## src/rtl/voice_mix_scheduler_pkg.sv

```systemverilog
`default_nettype none
// ============================================================================
// voice_mix_scheduler_pkg : mixer FSM encoding, sample limits and saturation.
// Revision: 1.0
// ============================================================================
package voice_mix_scheduler_pkg;

  typedef enum logic [1:0] {
    ST_IDLE   = 2'd0,
    ST_FETCH  = 2'd1,
    ST_COMMIT = 2'd2
  } mix_state_e;

  localparam int SAMPLE_W   = 16;
  localparam int SAMPLE_MAX = 32767;
  localparam int SAMPLE_MIN = -32768;

  // Callers sign-extend their accumulator to 32 bits before the clamp.
  function automatic logic signed [SAMPLE_W-1:0] saturate(input logic signed [31:0] value);
    if (value > SAMPLE_MAX) begin
      return SAMPLE_W'(SAMPLE_MAX);
    end else if (value < SAMPLE_MIN) begin
      return SAMPLE_W'(SAMPLE_MIN);
    end
    return value[SAMPLE_W-1:0];
  endfunction

endpackage
`default_nettype wire

```

## src/rtl/voice_mix_scheduler_frame_sync.sv

```systemverilog
`default_nettype none
// ============================================================================
// voice_mix_scheduler_frame_sync : 2-flop synchronizer and rising-edge detect.
// Revision: 1.0
// ============================================================================
module voice_mix_scheduler_frame_sync (
  input  logic clk,
  input  logic reset,
  input  logic frame_clk,
  output logic frame_tick
);

  logic sync1_q, sync2_q, prev_q;
  logic sync1_d, sync2_d, prev_d;

  always_comb begin
    sync1_d = frame_clk;
    sync2_d = sync1_q;
    prev_d  = sync2_q;
  end

  always_ff @(posedge clk or negedge reset) begin
    if (!reset) begin
      sync1_q <= 1'b0;
      sync2_q <= 1'b0;
      prev_q  <= 1'b0;
    end else begin
      sync1_q <= sync1_d;
      sync2_q <= sync2_d;
      prev_q  <= prev_d;
    end
  end

  assign frame_tick = sync2_q & ~prev_q;

endmodule
`default_nettype wire

```

## src/rtl/voice_mix_scheduler.sv

```systemverilog
`default_nettype none
// ============================================================================
// voice_mix_scheduler : per-frame voice fetch over a shared bus, saturating mix.
// Revision: 1.0
// ============================================================================
module voice_mix_scheduler
  import voice_mix_scheduler_pkg::*;
#(
  parameter int NUM_VOICES = 4,
  parameter int TIMEOUT    = 15
) (
  input  logic                       clk,
  input  logic                       reset,
  input  logic                       frame_clk,
  input  logic [NUM_VOICES-1:0]      voice_enable,
  output logic                       voice_req,
  output logic [3:0]                 voice_sel,
  input  logic                       voice_valid,
  input  logic signed [SAMPLE_W-1:0] voice_left,
  input  logic signed [SAMPLE_W-1:0] voice_right,
  output logic signed [SAMPLE_W-1:0] sample_left,
  output logic signed [SAMPLE_W-1:0] sample_right,
  output logic                       sample_ready,
  output logic                       busy,
  output logic                       overrun,
  output logic                       timeout_err,
  input  logic                       clear_flags
);

  localparam int ACC_W = SAMPLE_W + $clog2(NUM_VOICES) + 1;

  logic frame_tick;

  voice_mix_scheduler_frame_sync u_frame_sync (
    .clk        (clk),
    .reset      (reset),
    .frame_clk  (frame_clk),
    .frame_tick (frame_tick)
  );

  mix_state_e                 state_q, state_d;
  logic [NUM_VOICES-1:0]      en_q, en_d;
  logic [3:0]                 idx_q, idx_d;
  logic signed [ACC_W-1:0]    acc_l_q, acc_l_d, acc_r_q, acc_r_d;
  logic [7:0]                 wait_q, wait_d;
  logic                       req_q, req_d;
  logic signed [SAMPLE_W-1:0] sample_l_q, sample_l_d, sample_r_q, sample_r_d;
  logic                       ready_q, ready_d;
  logic                       overrun_q, overrun_d, timeout_q, timeout_d;

  logic [3:0] first_idx, next_idx;
  logic       first_found, next_found, advance;

  // Lowest enabled voice at frame start, and lowest latched voice above idx.
  always_comb begin
    first_idx   = '0;
    first_found = 1'b0;
    next_idx    = '0;
    next_found  = 1'b0;
    for (int i = NUM_VOICES - 1; i >= 0; i--) begin
      if (voice_enable[i]) begin
        first_idx   = 4'(i);
        first_found = 1'b1;
      end
      if (en_q[i] && (i > int'(idx_q))) begin
        next_idx   = 4'(i);
        next_found = 1'b1;
      end
    end
  end

  always_comb begin
    state_d    = state_q;
    en_d       = en_q;
    idx_d      = idx_q;
    acc_l_d    = acc_l_q;
    acc_r_d    = acc_r_q;
    wait_d     = wait_q;
    req_d      = req_q;
    sample_l_d = sample_l_q;
    sample_r_d = sample_r_q;
    ready_d    = 1'b0;
    overrun_d  = overrun_q & ~clear_flags;
    timeout_d  = timeout_q & ~clear_flags;
    advance    = 1'b0;

    case (state_q)
      ST_IDLE: begin
        if (frame_tick) begin
          en_d    = voice_enable;
          acc_l_d = '0;
          acc_r_d = '0;
          wait_d  = '0;
          idx_d   = first_idx;
          if (first_found) begin
            state_d = ST_FETCH;
            req_d   = 1'b1;
          end else begin
            state_d = ST_COMMIT;
          end
        end
      end

      ST_FETCH: begin
        if (frame_tick) overrun_d = 1'b1;
        if (voice_valid && req_q) begin
          acc_l_d = acc_l_q + {{(ACC_W-SAMPLE_W){voice_left[SAMPLE_W-1]}}, voice_left};
          acc_r_d = acc_r_q + {{(ACC_W-SAMPLE_W){voice_right[SAMPLE_W-1]}}, voice_right};
          advance = 1'b1;
        end else if (wait_q == 8'(TIMEOUT - 1)) begin
          timeout_d = 1'b1;
          advance   = 1'b1;
        end else begin
          wait_d = wait_q + 8'd1;
        end
        if (advance) begin
          wait_d = '0;
          if (next_found) begin
            idx_d = next_idx;
          end else begin
            state_d = ST_COMMIT;
            req_d   = 1'b0;
          end
        end
      end

      ST_COMMIT: begin
        if (frame_tick) overrun_d = 1'b1;
        sample_l_d = saturate({{(32-ACC_W){acc_l_q[ACC_W-1]}}, acc_l_q});
        sample_r_d = saturate({{(32-ACC_W){acc_r_q[ACC_W-1]}}, acc_r_q});
        ready_d    = 1'b1;
        state_d    = ST_IDLE;
      end

      default: state_d = ST_IDLE;
    endcase
  end

  always_ff @(posedge clk or negedge reset) begin
    if (!reset) begin
      state_q    <= ST_IDLE;
      en_q       <= '0;
      idx_q      <= '0;
      acc_l_q    <= '0;
      acc_r_q    <= '0;
      wait_q     <= '0;
      req_q      <= 1'b0;
      sample_l_q <= '0;
      sample_r_q <= '0;
      ready_q    <= 1'b0;
      overrun_q  <= 1'b0;
      timeout_q  <= 1'b0;
    end else begin
      state_q    <= state_d;
      en_q       <= en_d;
      idx_q      <= idx_d;
      acc_l_q    <= acc_l_d;
      acc_r_q    <= acc_r_d;
      wait_q     <= wait_d;
      req_q      <= req_d;
      sample_l_q <= sample_l_d;
      sample_r_q <= sample_r_d;
      ready_q    <= ready_d;
      overrun_q  <= overrun_d;
      timeout_q  <= timeout_d;
    end
  end

  assign voice_req    = req_q;
  assign voice_sel    = idx_q;
  assign sample_left  = sample_l_q;
  assign sample_right = sample_r_q;
  assign sample_ready = ready_q;
  assign busy         = (state_q != ST_IDLE);
  assign overrun      = overrun_q;
  assign timeout_err  = timeout_q;

endmodule
`default_nettype wire

```

## config.mk

```make
export PLATFORM = sky130hd
export DESIGN_NAME = voice_mix_scheduler
export DESIGN_NICKNAME = d
export VERILOG_FILES = /design/src/rtl/voice_mix_scheduler_pkg.sv /design/src/rtl/voice_mix_scheduler_frame_sync.sv /design/src/rtl/voice_mix_scheduler.sv
export SDC_FILE = /design/constraint.sdc
export NUM_CORES = 1
export LEC_CHECK = 0
export CAP_MARGIN = 20
export CORE_ASPECT_RATIO = 0.6
export CORE_UTILIZATION = 40
export CTS_CLUSTER_DIAMETER = 100
export DETAILED_ROUTE_END_ITERATION = 12
export SLEW_MARGIN = 20
export SYNTH_ARGS = -nofsm -noshare
export SYNTH_HDL_FRONTEND = slang
export SYNTH_SLANG_ARGS = --single-unit
```

## constraint.sdc

```tcl
create_clock -name clk -period 2.7 [get_ports clk]
set_clock_uncertainty 0.15 [all_clocks]
set_input_delay 0.54 -clock clk [delete_from_list [all_inputs] [get_ports clk]]
set_output_delay 0.54 -clock clk [all_outputs]
set_load 0.005 [all_outputs]
```

==> qor.txt <==
cell with the most instances after synthesis: dfrtp_1
core footprint: 0.0131 mm2
fraction of layout cells with a size suffix above 1: 18.3%
largest net degree at the start of global routing: 42
CP Data Required Time: 2790 ps
worst hold path class: register to register
CTS Root Cell: clkbuf_16
Layout Nets: 860
area share of fa/ha/maj cells after synthesis: 10.1%
Synth top area share: 42.1%
CP most frequent cell: and3_4
Async SR Flop Fraction: 100%
fmax: 380 MHz
Leak: 3.53 nW
Synth area leader: dfrtp_1
I/O pins: 82
Critical Path AT: 2720 ps
DP Worst Slack: -654 ps
cell area after layout: 0.00759 mm2
Synth Area in Compound Gates: 21.3%
post-route ant nets: 0
Tot GR Track Use: 22.1%
Slew Viols, Final: 0
number of synthesized flops with an enable pin: 0
CTS max path bufs: 2
# rows: 32
Via-to-Cell Ratio: 5.34
die area: 0.0142 mm2
# DRC: 0
RSZ-0062 raised after global routing: yes
vias in the first global route: 4930
pwr dens: 942 mW/mm2
first-pass GRT wire length: 24700 um
final setup violation count: 0
Die Y: 92.6 um
Area Growth Syn to Fin: 38.8%
Gate Count Post-Synth: 618
post-synthesis mux area share: 1.37%
CP Capture Type: register
XOR/XNOR Fraction of Synth Area: 4.32%
Max Cap Viol: 0
antenna cells: 0
CP max stage cell: clkdlybuf4s50_1
DR iter-0 viols: 218
largest family of logic cells by synthesized area: compound AO/OA/AOI/OAI gates
crit path max fanout: 3
Buffers on Ports: 79
post-synthesis sequential area ratio: 42.1%
Routed Wire Length: 14900 um
FF+latch count, synth: 92
minimum clock period: 2630 ps
Slew headroom: 54.5%
worst vdd ir: 0.364 mV
hpwl dp: 11000 um
grt total ovfl: 0
Vias: 5076
outcome: completed
CTS HTree Levels: 3
TritonCTS Buffers: 9
GP Congestion: 0.860
Main synth FF type: dfrtp_1
Worst Tran Pin Value: 683 ps
Synth Warn #: 0
CTS tree: done
Pre-antenna DRT Iters: 5
fin crit share: 97.5%
post-DR wirelength/cell: 15.6 um
critical path's largest stage delay: 500 ps
mapped cell area: 0.00547 mm2
path type of the worst setup path: input pin to register
Commonest cells post-synth: dfrtp_1 (92), nor2_1 (80), a21oi_1 (67), nand2_1 (64), o21ai_0 (56)
final hold violation count: 0
Synth area leaders: dfrtp_1 (42%), ha_1 (9.4%), a21oi_1 (6.1%)
Final WS setup: 68.7 ps
starting density of the core: 41.8%
Util after Layout: 58.0%
clock sink count: 92
placed instance area: 0.00703 mm2
die width: 153 um
Synth cell types: 54
simple-gate share of the synthesized area: 17.4%
worst path cell trace: clkdlybuf4s50_1 -> ha_4 -> and3_4 -> a221oi_4 -> o32ai_4 -> a2111o_1 -> and3_4 -> mux2i_1 -> a21o_1
CP startpoint kind: input pin
initial antenna violation count: 0
Worst-path clk slew: 70 ps
clk_lat worst skew: 340 ps
syn_area_per_cell: 8.85 um2
Power Total: 7.15 mW
==> cells in the final DEF (no fill, tap or decap), types with 8 or more instances in the layout <==
cell,count
dfrtp_1,92
xor2_1,13
ha_1,31
a21o_1,18
or3_1,8
o21ai_0,52
a21oi_1,63
nor3_1,10
nand2_1,64
nand3_1,11
xnor2_1,14
nor2_1,80
o31ai_1,12
clkbuf_16,9
inv_1,22
ha_4,9
nand4_1,8
buf_4,88
clkdlybuf4s50_1,69
==> final cells by class <==
| cell class | count | area, um2 |
|---|---|---|
| fill | 1131 | 5500 |
| multi-input combinational | 482 | 3210 |
| sequential | 92 | 2300 |
| timing repair buffer | 169 | 1490 |
| clock buffer | 11 | 233 |
| tap | 170 | 213 |
| inverter | 22 | 82.6 |
| clock inverter | 5 | 61.3 |
==> sequential cells by signal (all words and copies together), names as in the netlist <==
signal	flops
u_frame_sync.prev_q	1
timeout_err	1
sample_left	16
en_q	3
voice_req	1
acc_r_q	19
state_q	2
sample_ready	1
acc_l_q	19
u_frame_sync.sync1_q	1
wait_q	8
voice_sel	2
overrun	1
sample_right	16
u_frame_sync.prev_d	1
==> report_power, final <==
| part | switching, mW | internal (mW) |
|---|---|---|
| sequential | 0.383 | 1.87 |
| combinational | 1.80 | 1.81 |
| clock | 0.561 | 0.723 |
| total | 2.74 | 4.41 |
==> metrics by stage <==
| step | setup TNS, ps | cells | hold slack, ps |
|---|---|---|---|
| 2_1_floorplan | -17.9 | 619 | 94.4 |
| 3_3_place_gp | -6880 | 928 | 190 |
| 3_5_place_dp | -7690 | 928 | 204 |
| 4_1_cts | -18.7 | 948 | 220 |
| 5_1_grt | -11.0 | 951 | 235 |
| 6_report | 0 | 951 | 216 |
==> routing by layer <==
layer	GRT usage (%)	routed length, um	up-vias	share of wire, %
li1	-	-	2502	-
met1	33.2	7980	2433	54
met2	32.3	6040	127	41
met3	4.35	727	14	4.9
met4	5.39	133	0	0.89
met5	0	0	-	0
==> worst max-delay path: cells and delay by family <==
family	cells	cell delay [ps]
AO/OA/AOI/OAI	4	990
adder cells (fa/ha/maj)	1	210
AND/OR/NAND/NOR	2	350
buffers and inverters	1	500
multiplexers	1	120
==> worst paths after layout <==
kind                                           start                  end  slack, ps  cells past startpoint
worst max-delay path                  voice_right[9]          acc_r_q[18]         70                      9
worst min-delay path            u_frame_sync.sync1_q  u_frame_sync.prev_d        220                      0
worst min register to register  u_frame_sync.sync1_q  u_frame_sync.prev_d        220                      0
min in group asynchronous                      reset      sample_right[9]        530                      2
worst max register to register            acc_l_q[0]          acc_l_q[18]         80                      9
max in group asynchronous                      reset            wait_q[2]       1190                      3
==> logic make-up (layout without fill, tap and decap cells) <==
group,after synthesis,count (layout)
simple gates,212,212
other cells,1,2
compound gates,191,191
flops,92,92
buf+inv,45,207
xor+xnor,27,27
fa+ha+maj,43,43
mux,7,7
==> timing repair <==
item / CTS / global route
resized for setup: 18 / 24
endpoints found under the setup margin: 11 / 14
setup buffers: 3 / 3
pin swaps: 20 / 18
hold endpoints to repair: 28 / 0
gates cloned: 0 / 0
hold buffers: 1 / 0
No activity file was read; power rests on OpenSTA's default activity.
